File: src/rtl/animate_egg_multi.sv
// animate_egg_multi: moves up to NUM_EGGS falling eggs per animation step,
// one slot at a time, and serialises all erase/redraw pixels onto a single
// plot port for the VGA adapter.
//
// Optional build macro: ANIMATE_EGG_MULTI_LIVES_EN adds a 2-bit lives counter
// (reset value 3) and a lives output; lose is then set only when a miss takes
// lives to 0. Without it, lose is set on the first miss.
//
// Ports:
//   clock, resetn      system clock, asynchronous active-low reset
//   go                 start one animation step (sampled in IDLE)
//   spawn_en, spawn_x  per-slot spawn request and x (slot i at [8i+7:8i])
//   speed              pixels added to y per step
//   plyr_x             player basket left x
//   vga_x, vga_y       pixel coordinate (held while plot=0)
//   colour, plot       pixel colour and write enable
//   busy, done         step in progress / one-cycle end-of-step pulse
//   caught, missed     one-cycle pulse per landed egg
//   lose               sticky loss flag
//   active             per-slot occupancy
//   lives              remaining lives (LIVES_EN build only)
module animate_egg_multi #(
    parameter int unsigned NUM_EGGS   = 4,
    parameter int unsigned SCREEN_H   = 120,
    parameter int unsigned EGG_W      = 2,
    parameter int unsigned EGG_H      = 2,
    parameter int unsigned PLYR_W     = 20,
    parameter int unsigned SPEED_W    = 3,
    parameter logic [2:0]  EGG_COLOUR = 3'b111
) (
    input  logic                  clock,
    input  logic                  resetn,
    input  logic                  go,
    input  logic [NUM_EGGS-1:0]   spawn_en,
    input  logic [8*NUM_EGGS-1:0] spawn_x,
    input  logic [SPEED_W-1:0]    speed,
    input  logic [7:0]            plyr_x,
    output logic [7:0]            vga_x,
    output logic [6:0]            vga_y,
    output logic [2:0]            colour,
    output logic                  plot,
    output logic                  busy,
    output logic                  done,
    output logic                  caught,
    output logic                  missed,
    output logic                  lose,
    output logic [NUM_EGGS-1:0]   active
`ifdef ANIMATE_EGG_MULTI_LIVES_EN
    ,
    output logic [1:0]            lives
`endif
);

    localparam int unsigned IDX_W = (NUM_EGGS > 1) ? $clog2(NUM_EGGS) : 1;
    localparam int unsigned DX_W  = (EGG_W > 1) ? $clog2(EGG_W) : 1;
    localparam int unsigned DY_W  = (EGG_H > 1) ? $clog2(EGG_H) : 1;

    typedef enum logic [2:0] {
        S_IDLE,
        S_SELECT,
        S_ERASE,
        S_SHIFT,
        S_CHECK,
        S_DRAW,
        S_DONE
    } state_t;

    state_t           state;
    logic [IDX_W-1:0] idx_q;
    logic [DX_W-1:0]  dx_q;
    logic [DY_W-1:0]  dy_q;
    logic [7:0]       y_new_q;
    logic [7:0]       x_q [NUM_EGGS];
    logic [6:0]       y_q [NUM_EGGS];

    logic [7:0]       cur_x;
    logic [6:0]       cur_y;
    logic [DX_W-1:0]  dx_nxt;
    logic [DY_W-1:0]  dy_nxt;
    logic             last_pix;
    logic             last_idx;
    logic             landed;
    logic             in_range;

    // Current-slot lookup, sprite pixel walk (row-major, dx fastest) and landing tests
    always_comb begin
        cur_x    = x_q[idx_q];
        cur_y    = y_q[idx_q];
        dx_nxt   = dx_q + DX_W'(1);
        dy_nxt   = dy_q;
        if (dx_q == DX_W'(EGG_W - 1)) begin
            dx_nxt = '0;
            dy_nxt = dy_q + DY_W'(1);
        end
        last_pix = (dx_q == DX_W'(EGG_W - 1)) && (dy_q == DY_W'(EGG_H - 1));
        last_idx = (idx_q == IDX_W'(NUM_EGGS - 1));
        landed   = (9'(y_new_q) + 9'(EGG_H)) >= 9'(SCREEN_H);
        in_range = (cur_x >= plyr_x) && (9'(cur_x) <= (9'(plyr_x) + 9'(PLYR_W)));
    end

    // Step sequencer with registered outputs; every output changes with the state
    always_ff @(posedge clock or negedge resetn) begin
        if (!resetn) begin
            state   <= S_IDLE;
            idx_q   <= '0;
            dx_q    <= '0;
            dy_q    <= '0;
            y_new_q <= '0;
            for (int i = 0; i < NUM_EGGS; i++) begin
                x_q[i] <= '0;
                y_q[i] <= '0;
            end
            vga_x   <= '0;
            vga_y   <= '0;
            colour  <= '0;
            plot    <= 1'b0;
            busy    <= 1'b0;
            done    <= 1'b0;
            caught  <= 1'b0;
            missed  <= 1'b0;
            lose    <= 1'b0;
            active  <= '0;
`ifdef ANIMATE_EGG_MULTI_LIVES_EN
            lives   <= 2'd3;
`endif
        end else begin
            done   <= 1'b0;
            caught <= 1'b0;
            missed <= 1'b0;
            case (state)
                S_IDLE: begin
                    // Spawns land before a same-cycle go, so the step sees new eggs
                    for (int i = 0; i < NUM_EGGS; i++) begin
                        if (spawn_en[i] && !active[i]) begin
                            active[i] <= 1'b1;
                            x_q[i]    <= spawn_x[8*i +: 8];
                            y_q[i]    <= '0;
                        end
                    end
                    if (go) begin
                        state <= S_SELECT;
                        idx_q <= '0;
                        busy  <= 1'b1;
                    end
                end
                S_SELECT: begin
                    if (active[idx_q]) begin
                        state  <= S_ERASE;
                        dx_q   <= '0;
                        dy_q   <= '0;
                        plot   <= 1'b1;
                        colour <= 3'b000;
                        vga_x  <= cur_x;
                        vga_y  <= cur_y;
                    end else if (!last_idx) begin
                        idx_q <= idx_q + IDX_W'(1);
                    end else begin
                        state <= S_DONE;
                        done  <= 1'b1;
                    end
                end
                S_ERASE: begin
                    if (last_pix) begin
                        plot  <= 1'b0;
                        state <= S_SHIFT;
                    end else begin
                        dx_q  <= dx_nxt;
                        dy_q  <= dy_nxt;
                        vga_x <= cur_x + 8'(dx_nxt);
                        vga_y <= cur_y + 7'(dy_nxt);
                    end
                end
                S_SHIFT: begin
                    // 8-bit sum so an egg near the bottom cannot wrap back to the top
                    y_new_q <= 8'(cur_y) + 8'(speed);
                    state   <= S_CHECK;
                end
                S_CHECK: begin
                    if (landed) begin
                        active[idx_q] <= 1'b0;
                        if (in_range) begin
                            caught <= 1'b1;
                        end else begin
                            missed <= 1'b1;
`ifdef ANIMATE_EGG_MULTI_LIVES_EN
                            if (lives != 2'd0) begin
                                lives <= lives - 2'd1;
                            end
                            if (lives == 2'd1) begin
                                lose <= 1'b1;
                            end
`else
                            lose <= 1'b1;
`endif
                        end
                        if (!last_idx) begin
                            idx_q <= idx_q + IDX_W'(1);
                            state <= S_SELECT;
                        end else begin
                            state <= S_DONE;
                            done  <= 1'b1;
                        end
                    end else begin
                        y_q[idx_q] <= y_new_q[6:0];
                        state      <= S_DRAW;
                        dx_q       <= '0;
                        dy_q       <= '0;
                        plot       <= 1'b1;
                        colour     <= EGG_COLOUR;
                        vga_x      <= cur_x;
                        vga_y      <= y_new_q[6:0];
                    end
                end
                S_DRAW: begin
                    if (last_pix) begin
                        plot <= 1'b0;
                        if (!last_idx) begin
                            idx_q <= idx_q + IDX_W'(1);
                            state <= S_SELECT;
                        end else begin
                            state <= S_DONE;
                            done  <= 1'b1;
                        end
                    end else begin
                        dx_q  <= dx_nxt;
                        dy_q  <= dy_nxt;
                        vga_x <= cur_x + 8'(dx_nxt);
                        vga_y <= cur_y + 7'(dy_nxt);
                    end
                end
                S_DONE: begin
                    state <= S_IDLE;
                    busy  <= 1'b0;
                end
                default: begin
                    state <= S_IDLE;
                    busy  <= 1'b0;
                    plot  <= 1'b0;
                end
            endcase
        end
    end

endmodule
File: config.mk
export PLATFORM = sky130hd
export DESIGN_NAME = animate_egg_multi
export DESIGN_NICKNAME = d
export VERILOG_FILES = /design/src/rtl/animate_egg_multi.sv
export SDC_FILE = /design/constraint.sdc
export NUM_CORES = 1
export LEC_CHECK = 0
export BUFFER_PORTS_ARGS = -buffer_cell sky130_fd_sc_hd__buf_2
export CAP_MARGIN = 20
export CORE_AREA = 2 2 120 122
export CTS_BUF_LIST = sky130_fd_sc_hd__clkbuf_4
export DETAILED_ROUTE_END_ITERATION = 7
export DIE_AREA = 0 0 122 124
export PLACE_DENSITY = 0.67
export SETUP_SLACK_MARGIN = 0.4
export SLEW_MARGIN = 5
export SYNTH_ARGS = -nofsm -noshare
export SYNTH_HDL_FRONTEND = slang
export SYNTH_SLANG_ARGS = --single-unit
File: constraint.sdc
create_clock -name clock -period 3.3 [get_ports clock]
set_input_delay 0.33 -clock clock [delete_from_list [all_inputs] [get_ports clock]]
set_output_delay 0.33 -clock clock [all_outputs]
set_load 0.01 [all_outputs]
## Word-level counts from Yosys, hierarchy flattened

Index checks and enable logic that the tools add are counted.

| cells by class | value |
|---|---|
| reductions and logical operators | 39 |
| order comparisons | 7 |
| $mul | 0 |
| div/mod/pow operators | 0 |
| bitwise gates (word level) | 6 |
| shift operators | 0 |
| muxes and demuxes | 75 |
| $add $sub $neg | 8 |
| equality and inequality tests | 21 |

Operator list:

| cell | number |
|---|---|
| 7-bit 2-to-1 mux | 10 |
| 28-bit case mux with 2 select lines | 1 |
| 8-bit 2-to-1 mux | 5 |
| 3-bit AND reduction | 10 |
| 28-bit bitwise mux | 1 |
| 28-bit 2-to-1 mux | 1 |
| 3-bit 2-to-1 mux | 9 |
| 1-bit 2-to-1 mux | 26 |
| 2-bit != test (second input constant) | 12 |
| 8-bit case mux with 3 select lines | 1 |
| 7-bit case mux with 3 select lines | 1 |
| 3-bit case mux with 6 select lines | 1 |
| 8-bit binary-select mux with 2-bit select | 1 |
| 7-bit binary-select mux with 2-bit select | 1 |
| 7-bit demux with 2-bit select | 1 |
| 4-bit AND reduction | 3 |
| 2-bit 2-to-1 mux | 5 |
| 2-bit AND reduction | 5 |
| 8-bit by 2-bit adder with 9-bit output (second input constant) | 1 |
| 8-bit by 5-bit adder with 9-bit output (second input constant) | 1 |
| 3-bit equality test (second input constant) | 3 |
| 9-bit by 7-bit greater-or-equal comparator with 1-bit output (second input constant) | 1 |
| 8-bit by 9-bit <= comparator with 1-bit output | 1 |
| 1-bit case mux with 3 select lines | 3 |
| other kinds (37) | 52 |

| word-level totals | value |
|---|---|
| output and inout bits | 28 |
| logic and storage cells | 182 |
| memories | 0 |
| ROM bits | 0 |
| latch bits | 0 |
| register bits after elaboration | 103 |
| RAM bits | 0 |

## Logic depth before layout (Yosys ltp)

| depth | value |
|---|---|
| depth in word-level cells | 9 |
| gate-level depth with buffers | 11 |
| gate-level depth less buffers | 10 |

## Worst setup path before layout

No wires, ideal clock.

| timing path | value |
|---|---|
| path type | reg-to-reg |
| start point | register idx_q[0] |
| end point | register caught |
| setup slack | 0.774 ns |
| setup time | 0.119 ns |
| cell stages (with the launch flop) | 12 |
| period minus slack after synthesis | 2.526 ns |
| arrival time | 2.407 ns |
| path through | dfrtp_1 buf_6 buf_4 mux4_2 inv_1 ha_1 nand2b_1 a21o_1 a211oi_1 o31a_1 a31oi_1 and2_1 |

| between the ends | value |
|---|---|
| longest elaborated chain between the ends | 9 |
| elaborated cells between the ends (all ways) | 10 |
| classes of those cells | 2 x order compare; 6 x mux; 1 x bitwise; 1 x reduce/logical |

Ends and longest elaborated chain:

| item | RTL line | text |
|---|---|---|
| start: declaration | 69 | `logic [IDX_W-1:0] idx_q;` |
| start signal: assignment | 156 | `idx_q <= idx_q + IDX_W'(1);` |
| start signal: assignment | 197 | `idx_q <= idx_q + IDX_W'(1);` |
| start signal: assignment | 218 | `idx_q <= idx_q + IDX_W'(1);` |
| 2-bit NOT with 3-bit output (not written as such) * | 87 | `cur_x = x_q[idx_q];` |
| 8-bit binary-select mux with 2-bit select * | 87 |  |
| 8-bit 2-to-1 mux (not written as such) * (2 in series) | 87 |  |
| 8-bit by 9-bit <= comparator with 1-bit output or 8-bit greater-or-equal comparator (tied branches) | 98 | `in_range = (cur_x >= plyr_x) && (9'(cur_x) <= (9'(plyr_x) + 9'(PLYR_W)));` |
| 1-bit logical AND * | 98 |  |
| 1-bit 2-to-1 mux * | 181 | `if (in_range) begin` |
| 1-bit 2-to-1 mux * | 179 | `if (landed) begin` |
| 1-bit 2-to-1 mux * | 130 | `case (state)` |
| end signal: assignment | 119 | `caught <= 1'b0;` |
| end signal: assignment | 128 | `caught <= 1'b0;` |
| end signal: assignment | 182 | `caught <= 1'b1;` |
| end: declaration | 44 | `output logic caught,` |

Mark *: on every way between the ends. The rest lies on a longest branch, timed or not. The select of a mux whose other input is x is not followed.
A chain may end at the register's enable or synchronous reset.

## Worst setup path after layout

Ends and elaborated chain as after synthesis.

==> results by stage <==
Layout:
- The share of final-layout standard cells stronger than drive strength 1 is 27.5%.
- The final design area excluding fillers is 6160 µm².
- The number of standard cells in the final layout excluding fillers is 763.
- After the last flow step, the layout net total stands at 656.
- In the final layout, the multi-input gates occupy 2660 µm².
- The post-synthesis to final-layout area growth is 13.2%.
- Once layout is complete, the utilization of the core stands at 44.9%.
- The area occupied by registers is 2530 µm².
- The filler cell count is 1277.

Die:
- The core region is 13700 µm².
- The die covers between 15000 and 20000 µm².
- The die is 124 µm tall.
- The initial core utilization is 39.6%.
- The floorplan has 43 rows.
- The die extent in x is 122 µm.
- During I/O placement, the number of pins put on the boundary was 78.

Clock network:
- The number of sinks driven by the clock tree is 101.
- For the worst-skew pair, the clock arrives at the later sink with an insertion delay of 470 ps.
- The number of levels in the clock H-tree is 3.
- The number of buffers added by the clock tree synthesis step is 9.
- The CTS tree is done.
- The register clock-pin slew on the reported worst setup and hold paths is roughly 160 ps.
- The worst-case clock buffer depth is 2.
- The cell sitting at the root of the clock tree is a sky130_fd_sc_hd__clkbuf_4.
- Gates resized during post-CTS repair numbered 0.

Timing:
- Setup repair after global routing left no endpoint under its margin.
- The worst-case clock skew is 21.0 ps.
- For the pin with the worst max-slew slack, the measured transition is 729 ps.
- The setup slack of the critical path after layout is 656 ps.
- The worst slew slack as a fraction of its limit is about half.
- The final-report max-slew violation count is 0.
- Of the available clock period, the critical path in the final layout requires 80.1%.
- The highest clock frequency the design can meet is 378 MHz.
- The setup-violating endpoint count in the final report is 0.
- In the final timing run, aggregate negative setup slack is 0 ps.
- The smallest clock period supported by the final layout is computed as 2640 ps.
- The hold violation count in the final report was 0.

GRT:
- The first global-routing pass estimated 21100 µm of wire.
- Entering global routing, the biggest net connects 85 pins.
- The number of global-route vias before repair is between 4000 and 5000.
- The number of antenna violations at the first check in global routing is 1.
- The total overflow left after global routing is 0.
- For this run, the total global-route usage over all layers was measured as 18.0%.

Critical path:
- Following the worst setup path forward leads to its endpoint at caught$_DFF_PN0_.
- Traced cell by cell, the critical path runs through buf_4, mux4_2, ha_1, and3_1, a221oi_1, nand2_1, a31oi_1, and2_1.
- The launch point of the worst reg-to-reg path is idx_q[0]$_DFFE_PN0P_.
- The worst setup slack for register-to-register paths is approximately 660 ps.
- The number of cells on the worst reg-to-reg path is 8.
- The critical path class is reg -> reg.
- The data required time at the worst endpoint is 3710 ps.
- At the worst endpoint, the arrival time is 3060 ps.
- In this run the critical register-to-register path is captured at caught$_DFF_PN0_.
- The critical path's largest stage delay is 610 ps.
- The kind of end point of the critical path is a register.
- The critical path startpoint category is a register.
- The largest individual stage delay along the critical path comes from the cell sky130_fd_sc_hd__mux4_2.
- The start point of the critical path is idx_q[0]$_DFFE_PN0P_.
- Along the worst path, the maximum fanout reaches 16.

Yosys:
- The net count of the mapped netlist is 580.
- The mean instance size in the synthesized netlist is 10.9 µm².
- The yosys synthesis warning count is 0.
- Of all flip-flops after synthesis, the portion carrying an async set or reset was between 90% and 100%.
- The number of standard cells after synthesis is between 500 and 600.
- The cell area after synthesis is 5440 µm².
- For this run, the leading register cell type out of synthesis is sky130_fd_sc_hd__dfrtp_1.
- The share of synthesized area occupied by flip-flops and latches is 46.5%.
- Counting flops and latches in the post-synthesis netlist gives 101.
- The number of distinct standard cells referenced by the synthesized netlist is 52.
- In this run, synthesis inferred 0 flip-flops with an integrated enable.

Route:
- In the routed design, unresolved DRC markers number 0.
- The number of DRC markers after the initial detailed-route iteration is between 300 and 400.
- The final wirelength is about 13000 µm.
- The detail route stage leaves a number of antenna-violating nets equal to 0.
- Before antenna repair, the detailed router went through 6 iterations.
- The final route contains 4143 vias.
- The average routed wire per standard cell is roughly 17 µm.
- The per-cell via count in the routed design is 5.43.

Status:
- The run finished with clean final reports.

Power:
- The peak ir drop on the vdd network is roughly 0.3 mV.
- The power density relative to cell area is 910 nW/µm².
- The analysis attributes to cell leakage a power of 0.00279 µW.

Min path:
- The worst hold path belongs to the class in -> reg.
- Along the worst hold path, the cell count comes to 2.

Placed design:
- Routability-driven placement finished with a final weighted congestion of between 0.9 and 1.
- The number of I/O port buffers is 77.
- The standard cell area after detailed placement is 6000 µm².
- The total placed cells including tap cells is 744.
- The wire-length estimate of the detail-placed layout is 9620 µm.
- The worst slack at placement is 709 ps.

Job:
- The max-cap check violation count is 0.
through the flow:
step	hold slack (ps)	total power, µW
floorplan	34.4	4230
global placement	466	4890
detailed placement	486	5020
CTS	51.7	5620
global route	42.6	6060
finish	73.0	5610
routing by layer:
| layer | routed length (µm) | up-vias | GRT usage [%] |
|---|---|---|---|
| li1 | - | 1957 | - |
| met4 | 282 | 0 | 6.82 |
| met2 | 6070 | 123 | 28.9 |
| met1 | 5970 | 2039 | 24.9 |
| met3 | 572 | 24 | 2.52 |
| met5 | 0 | - | 0 |
timing repair:
item / CTS / global route
endpoints found under the hold margin: 0 / 23
hold buffers: 0 / 1
buffers inserted: 0 / 0
power breakdown:
group | switching, µW | internal (µW) | total [µW]
logic | 1540 | 1300 | 2840
registers | 395 | 1770 | 2170
clock network | 440 | 158 | 598
cell usage after synthesis, drive strengths merged, types with 2 or more instances:
cell type,count,share of area (%)
a211oi,3,0.51
a21bo,4,0.74
a21o,6,0.83
a21oi,22,2.2
a22oi,3,0.41
a31oi,7,0.81
and2,3,0.35
and3,2,0.23
buf,13,1.9
clkbuf,13,0.90
dfrtp,101,46
ha,28,6.4
inv,27,1.9
mux2,34,7.0
mux2i,3,0.55
mux4,16,7.0
nand2,36,2.5
nand2b,5,0.58
nand3,32,2.9
nand3b,7,0.97
nand4,5,0.58
nor2,37,2.6
nor2b,3,0.35
nor3,5,0.46
o2111ai,2,0.32
o21ai,44,4.0
o21bai,2,0.28
o22ai,2,0.23
o2bb2ai,2,0.32
o31a,3,0.48
o31ai,3,0.41
or3,2,0.23
xnor2,9,1.4
xor2,8,1.3
registers in the layout, summed over array words and instances, names as in the netlist, 2 cells and up:
| signal | flops |
|---|---|
| y_new_q | 8 |
| idx_q | 2 |
| vga_y | 7 |
| y_q | 28 |
| active | 4 |
| vga_x | 8 |
| state | 3 |
| x_q | 32 |
logic make-up after synthesis:
group | share of synthesized area (%)
simple gates | 12.3
compound gates | 12.4
flops | 46.5
buf+inv | 4.69
mux | 14.6
fa+ha+maj | 6.81
xor+xnor | 2.74
critical path: cells and delay by family (launching register included):
kind	cells	cell delay, ps
compound gates	2	540
fa+ha+maj	1	320
buf+inv	1	280
flops	1	390
mux	1	610
simple gates	3	460
cell usage in the layout, fill, tap and decap left out, drive strengths merged, types with 4 or more instances in the layout:
| cell type | instances |
|---|---|
| a21bo | 4 |
| a21o | 6 |
| a21oi | 22 |
| a31oi | 7 |
| buf | 90 |
| clkbuf | 9 |
| clkinv | 4 |
| dfrtp | 101 |
| ha | 28 |
| inv | 29 |
| mux2 | 34 |
| mux4 | 16 |
| nand2 | 36 |
| nand2b | 5 |
| nand3 | 32 |
| nand3b | 7 |
| nand4 | 5 |
| nor2 | 37 |
| nor3 | 5 |
| o21ai | 44 |
| xnor2 | 9 |
| xor2 | 8 |
final cells by class:
type                       instances  area share, %
antenna                            1         0.0406
clock buffer                       9           1.10
clock inverter                     7          0.813
inverter                          27           1.65
multi-input combinational        347           43.1
sequential                       101           41.0
tap                              180           3.66
timing repair buffer              91           8.57
how the worst min path moves through the flow:
stage | end | slack (ps) | from
4_1_cts | x_q[2]$_DFFE_PN0P_ | 50 | spawn_x[26]
6_report | x_q[12]$_DFFE_PN0P_ | 70 | spawn_x[20]
3_5_place_dp | y_q[3]$_DFFE_PN0P_ | 490 | y_q[3]$_DFFE_PN0P_
5_1_grt | x_q[2]$_DFFE_PN0P_ | 40 | spawn_x[26]
3_3_place_gp | lose$_DFFE_PN0P_ | 470 | lose$_DFFE_PN0P_
2_1_floorplan | active[0]$_DFFE_PN0P_ | 30 | resetn
(Power assumes the default switching activity.)
